[src/rtl/edge_capture_fifo.sv]
// edge_capture_fifo: multi-channel synchronous event sampler.
// Each channel captures its data word into a one-deep pending slot on an
// edge/level condition of its trigger. A round-robin arbiter moves pending
// samples into a shared FIFO, which is read through a valid/ready port.
module edge_capture_fifo #(
  parameter int W     = 1,
  parameter int N     = 4,
  parameter int DEPTH = 4
) (
  input  logic                     clk,
  input  logic                     reset_n,
  input  logic                     en,
  input  logic [1:0]               mode,
  input  logic [N-1:0]             trig,
  input  logic [N*W-1:0]           data,
  output logic                     out_valid,
  input  logic                     out_ready,
  output logic [W-1:0]             out_data,
  output logic [$clog2(N)-1:0]     out_chan,
  output logic [$clog2(DEPTH):0]   count,
  output logic                     overflow,
  input  logic                     clr_ovf
);

  localparam int CW = $clog2(N);
  localparam int PW = $clog2(DEPTH);
  localparam logic [PW:0] FULL = (PW+1)'(DEPTH);

  typedef enum logic [1:0] {
    MODE_RISE  = 2'b00,
    MODE_FALL  = 2'b01,
    MODE_BOTH  = 2'b10,
    MODE_LEVEL = 2'b11
  } mode_e;

  typedef struct packed {
    logic [CW-1:0] chan;
    logic [W-1:0]  data;
  } entry_t;

  logic [N-1:0]  trig_q;
  logic [N-1:0]  ev;
  logic [N-1:0]  drop;
  logic [N-1:0]  pend_v;
  logic [W-1:0]  pend_d [N];
  logic [CW-1:0] last_grant;
  logic          gnt_v;
  logic [CW-1:0] gnt_idx;
  logic          pop;
  logic          push;
  entry_t        mem [DEPTH];
  logic [PW-1:0] wr_ptr;
  logic [PW-1:0] rd_ptr;
  entry_t        head;

  // Per-channel event condition for the selected mode, gated by enable.
  always_comb begin
    // NOTE: every always_comb output gets a default first so no path can
    // leave it unassigned, which would otherwise infer a latch.
    ev = '0;
    case (mode_e'(mode))
      MODE_RISE: ev = trig & ~trig_q;
      MODE_FALL: ev = ~trig & trig_q;
      MODE_BOTH: ev = trig ^ trig_q;
      default:   ev = trig;
    endcase
    if (!en) ev = '0;
  end

  // Round-robin search for the first pending channel after last_grant.
  always_comb begin
    gnt_v   = 1'b0;
    gnt_idx = last_grant;
    for (int i = 1; i <= N; i++) begin
      if (!gnt_v && pend_v[(int'(last_grant) + i) % N]) begin
        gnt_v   = 1'b1;
        gnt_idx = CW'((int'(last_grant) + i) % N);
      end
    end
  end

  // A full FIFO still accepts a write in a cycle where the head is popped.
  assign out_valid = (count != '0);
  assign pop       = out_valid & out_ready;
  assign push      = gnt_v & ((count < FULL) | pop);

  // A sample is lost when its slot is occupied and not being drained now.
  always_comb begin
    drop = '0;
    for (int c = 0; c < N; c++) begin
      drop[c] = ev[c] & pend_v[c] & ~(push && (gnt_idx == CW'(c)));
    end
  end

  // Control state: trigger history, slot flags, arbiter, FIFO pointers, flag.
  always_ff @(posedge clk or negedge reset_n) begin
    if (!reset_n) begin
      trig_q     <= '0;
      pend_v     <= '0;
      last_grant <= CW'(N - 1);
      wr_ptr     <= '0;
      rd_ptr     <= '0;
      count      <= '0;
      overflow   <= 1'b0;
    end else begin
      // NOTE: sequential state uses non-blocking assignments so every
      // register samples the pre-edge values regardless of statement order.
      trig_q <= trig;
      for (int c = 0; c < N; c++) begin
        if (push && (gnt_idx == CW'(c))) pend_v[c] <= ev[c];
        else if (ev[c])                  pend_v[c] <= 1'b1;
      end
      if (push) begin
        last_grant <= gnt_idx;
        wr_ptr     <= wr_ptr + 1'b1;
      end
      if (pop) rd_ptr <= rd_ptr + 1'b1;
      case ({push, pop})
        2'b10:   count <= count + 1'b1;
        2'b01:   count <= count - 1'b1;
        default: count <= count;
      endcase
      if (|drop)        overflow <= 1'b1;
      else if (clr_ovf) overflow <= 1'b0;
    end
  end

  // Datapath storage: slot data and FIFO entries, qualified by the flags above.
  always_ff @(posedge clk) begin
    // NOTE: data storage is deliberately not reset; validity is carried by
    // pend_v and count, which are reset, so stale contents are never visible.
    for (int c = 0; c < N; c++) begin
      if (ev[c] && !drop[c]) pend_d[c] <= data[c*W +: W];
    end
    if (push) mem[wr_ptr] <= '{chan: gnt_idx, data: pend_d[gnt_idx]};
  end

  assign head     = mem[rd_ptr];
  assign out_data = head.data;
  assign out_chan = head.chan;

endmodule

[config.mk]
export PLATFORM = sky130hd
export DESIGN_NAME = edge_capture_fifo
export DESIGN_NICKNAME = d
export VERILOG_FILES = /design/src/rtl/edge_capture_fifo.sv
export SDC_FILE = /design/constraint.sdc
export NUM_CORES = 1
export LEC_CHECK = 0
export ABC_CLOCK_PERIOD_IN_PS = 2120
export BUFFER_PORTS_ARGS = -buffer_cell sky130_fd_sc_hd__clkbuf_2
export CORE_ASPECT_RATIO = 1.5
export CORE_UTILIZATION = 30
export DETAILED_ROUTE_END_ITERATION = 10
export GPL_ROUTABILITY_DRIVEN = 0
export PLACE_DENSITY_LB_ADDON = 0.12
export SYNTH_ARGS = -nofsm -noshare
export SYNTH_HDL_FRONTEND = slang
export SYNTH_SLANG_ARGS = --single-unit
[constraint.sdc]
create_clock -name clk -period 2.12 [get_ports clk]
set_input_delay 0.636 -clock clk [delete_from_list [all_inputs] [get_ports clk]]
set_output_delay 0.636 -clock clk [all_outputs]
set_load 0.02 [all_outputs]
## After elaboration in Yosys (flattened, before gate mapping)

Memories as Yosys holds them, arrays and structs flattened.
Cells that the tools add are included.

| storage, ports and cells | value |
|---|---|
| memories kept | 2 |
| memory bits (writable) | 16 |
| register bits | 18 |

Memories:

| name | words | width | read ports | clocked after memory_dff | wr ports | line | text |
|---|---|---|---|---|---|---|---|
| mem | 4 | 3 | 1 | 0 | 1 | 51 | `entry_t mem [DEPTH];` |
| pend_d | 4 | 1 | 1 | 0 | 4 | 45 | `logic [W-1:0] pend_d [N];` |

| operators by class | value |
|---|---|
| eq/ne operators | 7 |
| order comparisons | 5 |
| multiplexer cells | 43 |
| $add $sub $neg | 8 |
| reductions and logical operators | 32 |
| bitwise operators | 24 |

Operator list:

| kind | count |
|---|---|
| $mux 1 | 32 |
| $lt 3x4->1 const B | 4 |
| $pmux 4 s3 | 1 |
| $reduce_bool 2->1 | 6 |
| $logic_and 1x1->1 | 11 |
| $and 1x1->1 | 10 |
| $add 2x1->2 const B | 4 |
| $and 4x4->4 | 2 |
| $bmux 1 s2 | 4 |
| $eq 2x2->1 const B | 4 |
| $mux 2 | 4 |
| $not 4->4 | 2 |
| $reduce_or 2->1 | 4 |
| $logic_not 1->1 | 7 |
| $eq 2x1->1 const B | 3 |
| $pmux 3 s2 | 1 |
| $add 2x2->2 const B | 2 |
| $and 1x1->1 const A | 4 |
| $logic_not 2->1 | 2 |
| $mux 4 | 1 |
| $not 1->1 | 4 |
| $reduce_or 4->1 | 1 |
| $xor 4x4->4 | 1 |
| $add 3x1->3 const B | 1 |
| 4 further kinds | 4 |

## Depth between registers and ports, before layout

| depth | value |
|---|---|
| depth in word-level cells | 24 |
| gate-level depth with buffers | 9 |

## Least setup slack after synthesis

Ideal clock, no wire load.

| timing path | value |
|---|---|
| kind | input to register |
| start point | in out_ready |
| end point | reg count[2] |
| cell stages on the path | 9 |
| path buffers | 0 |
| arrival time | 2.097 ns |
| slack | -0.057 ns |
| cells stage by stage | nand2b_1 a21boi_1 inv_1 ha_1 inv_1 fa_1 xor2_1 nor2_1 xor2_1 |

| between the ends | value |
|---|---|
| longest elaborated chain between the ends | 5 |

Ends and longest elaborated chain:

| item | line | text |
|---|---|---|
| start, declared | 17 | `input logic out_ready,` |
| $and 1x1->1 (*) | 84 | `assign pop = out_valid & out_ready;` |
| $or 1x1->1 | 85 | `assign push = gnt_v & ((count < FULL) \| pop);` |
| $and 1x1->1 | 85 |  |
| $eq 2x1->1 or $eq 2x2->1 (tied branches) | 118 | `case ({push, pop})` |
| $pmux 3 s2 or $reduce_bool 2->1 (tied branches) | - |  |
| end signal, assigned | 119 | `2'b10: count <= count + 1'b1;` |
| end signal, assigned | 120 | `2'b01: count <= count - 1'b1;` |
| end signal, assigned | 121 | `default: count <= count;` |
| end, declared | 20 | `output logic [$clog2(DEPTH):0] count,` |

Mark *: on every way between the ends. The rest lies on a longest branch, timed or not.
A chain may end at the register's enable or synchronous reset.

## Final worst setup path

| timing path | value |
|---|---|
| start point | reg rd_ptr[0] |
| end point | out out_chan[1] |

| between the ends | value |
|---|---|
| longest elaborated chain between the ends | 1 |

Ends and longest elaborated chain:

| item | line | text |
|---|---|---|
| start, declared | 53 | `logic [PW-1:0] rd_ptr;` |
| start signal, assigned | 117 | `if (pop) rd_ptr <= rd_ptr + 1'b1;` |
| $mem_v2 4x3 | - |  |
| end, declared | 19 | `output logic [$clog2(N)-1:0] out_chan,` |

No other way between the ends.

==> metrics <==
CP cell instances=mux4_2 -> clkbuf_2; # setup viols final=0; Congestion Overflow GR=0; Avg Inst Size Synth=12.3 um^2; crit-path leading delay family=multiplexers; port bufs=22; share of layout cells above drive strength 1=0.311; Arrival @ worst endpoint=1410 ps; Max Cap Viol=0; Syn Std Cell Area=1830 um^2; CP Max Fanout=5; final hold violation count=0; Site Rows=34; syn nets=178; CTS tree=yes; Die Y=just under 100 um; Setup crit start kind=flop; Worst path max stage delay=510 ps; combinational group share of total power=0.461; Max VDD drop=402 uV; # Post-CTS Setup Buffers=0; DR iter-0 viols=35; drt first pass iters=2; Root Buffer=clkbuf_8; cts hold-fix bufs=0; clk buf depth=2; Worst Setup SP=rd_ptr[0]$_DFFE_PN0P_; DRT antenna net count=0; Clock transition at path regs=roughly 70 ps; Internal Pwr Total=2010 uW; Synth Warn #=0; Distinct cells, synth=39; status=completed; Clock Latency Late Sink=280 ps; Die Width=65.8 um; switching power=approximately 1300 uW; vias in the first global route=1276; Bufs and invs on worst path=1; routed vias/inst=4.76; sw frac=0.399; Yosys top cell by area=edfxtp_1; largest net degree at the start of global routing=19; Synth area leaders=edfxtp_1 26%, dfrtp_1 22%, ha_1 8.9%; Min-Delay Path Class=in2async; Critical-path top delay cell=mux4_2; FF-to-FF Start=count[1]$_DFFE_PN0P_; Core ar.=5830 um^2; gr usage total=0.130; CP Class=reg2out; post-DP HPWL=2840 um; total wire length=3630 um; Worst Max-Slew Pin Slew=489 ps; post-CTS sizing=1; RSZ-0062 raised after global routing=false; CTS buffer count=5; Vias=1213; DIE AREA=6440 um^2; crit path capture type=output pin; Area growth syn-to-layout=18.2%; min Tclk post-route=2040 ps; H-Tree Depth=2; diode count=0; clock sink count=34; final setup TNS=0 ps; final hold slack=307 ps; Slew Viols, Final=0; initial antenna violation count=0; Clock Skews=slightly below 6 ps; fmax=490 MHz; fin nets=211; Mapped Cells=roughly 150; PD cells=1540 nW/um^2; fin worst setup slack=78.5 ps; Routed wire per std cell=14.2 um; Remaining DRCs=0; Seq pwr share=0.396; CP required=1480 ps; Place WS=-37.0 ps; top cell type's share of synthesized area=0.262; Slew HR=0.674; initial core utilization=0.315; Tcrit/Tclk final=0.963; first-pass GRT wire length=between 6000 and 7000 um; clock group share of total power=0.143; Leak=0.000965 uW; synthesized flop and latch total=34; # IOs=23; sequential area share after synthesis=0.509
worst reg2reg max path, stage by stage, from the launching register on:
cell and delay [ps]:
dfrtp_1 410, or3_1 390, and2_1 210, ha_1 230, inv_1 80, fa_1 420
o21ai_0 170
flip-flops by register name, indices dropped and copies added, names as in the netlist:
name and flops:
count 3, last_grant 2, mem 12, overflow 1, pend_d 4, pend_v 4
rd_ptr 2, trig_q 4, wr_ptr 2
cells in the mapped netlist (all sizes together):
master / count
inv: 21
dfrtp: 16
edfxtp: 16
ha: 13
nand2: 9
a21oi: 6
and2: 6
mux4: 6
nand3: 6
o21ai: 6
nand2b: 5
mux2i: 4
nor2: 4
a22o: 3
xnor2: 3
xor2: 3
a31o: 2
buf: 2
clkbuf: 2
dfstp: 2
or2: 2
a21boi: 1
a221oi: 1
a311o: 1
fa: 1
nand4: 1
nor2b: 1
nor3: 1
o211a: 1
o21bai: 1
o32a: 1
o41ai: 1
or3: 1
cell type report:
cell class | count | area, um^2
fillers | 570 | 3660
flip-flops and latches | 34 | 935
multi-input cells | 90 | 802
repair buffers | 30 | 170
well taps | 72 | 90.1
clock buffers | 6 | 82.6
inverters | 21 | 81.3
clock inverters | 2 | 7.51
placed cells by master, fill, tap and decap left out, types with 2 or more instances in the layout:
cell type / count
clkbuf_2: 22
clkinv_1: 2
mux2i_1: 4
o21ai_0: 5
dfstp_2: 2
edfxtp_1: 16
and2_1: 6
nand2b_1: 4
xnor2_1: 3
buf_4: 8
xor2_1: 3
a22o_1: 3
clkbuf_8: 6
inv_2: 2
or2_1: 2
inv_1: 18
nand3_1: 6
mux4_2: 6
ha_1: 13
a21oi_1: 5
dfrtp_1: 15
nand2_1: 9
a31o_2: 2
nor2_1: 3
kinds of logic after synthesis:
| family | Yosys count | share of synthesized area |
|---|---|---|
| AOI/OAI and AO/OA | 24 | 0.108 |
| xor gates and xnor gates | 6 | 0.0287 |
| adders and majority gates | 14 | 0.0996 |
| buffers and inverters | 25 | 0.0573 |
| DFF | 34 | 0.509 |
| muxes | 10 | 0.0955 |
| and+or+nand+nor | 36 | 0.102 |
path summary, 6_finish.rpt:
kind | to | slack [ps] | cells after the start
worst min-delay path | pend_v[3]$_DFFE_PN0P_ | 310 | 1
worst max register to register | count[1]$_DFFE_PN0P_ | 140 | 6
max in group asynchronous | rd_ptr[0]$_DFFE_PN0P_ | 1460 | 1
min in group clk | trig_q[3]$_DFF_PN0_ | 500 | 1
worst min register to register | last_grant[0]$_DFFE_PN1P_ | 520 | 2
worst max-delay path | out_chan[1] | 80 | 2
stage by stage:
stage | total power, uW | cell area (um^2) | util | std cells
floorplan | 2370 | 1840 | - | 149
global placement | 2810 | 2070 | 0.356 | 247
detailed placement | 2880 | 2070 | 0.356 | 247
CTS | 3380 | 2170 | 0.372 | 255
global route | 3590 | 2170 | 0.372 | 255
finish | 3340 | 2170 | 0.372 | 255
power by group through the flow:
stage | logic [uW] | registers, uW | clock network (uW)
floorplan | 1100 | 1280 | 0
global placement | 1500 | 1310 | 0
detailed placement | 1550 | 1330 | 0
CTS | 1560 | 1320 | 503
global route | 1700 | 1360 | 528
finish | 1540 | 1320 | 479
metal layers:
metal  global-route usage  up-vias  part of all wire
met5                    0        -                 0
met3               0.0304       11             0.029
met1                0.125      593              0.36
li1                     -      587                 -
met2                0.245       22              0.59
met4               0.0619        0             0.029
Note: power is estimated with default switching activity, not from simulation.
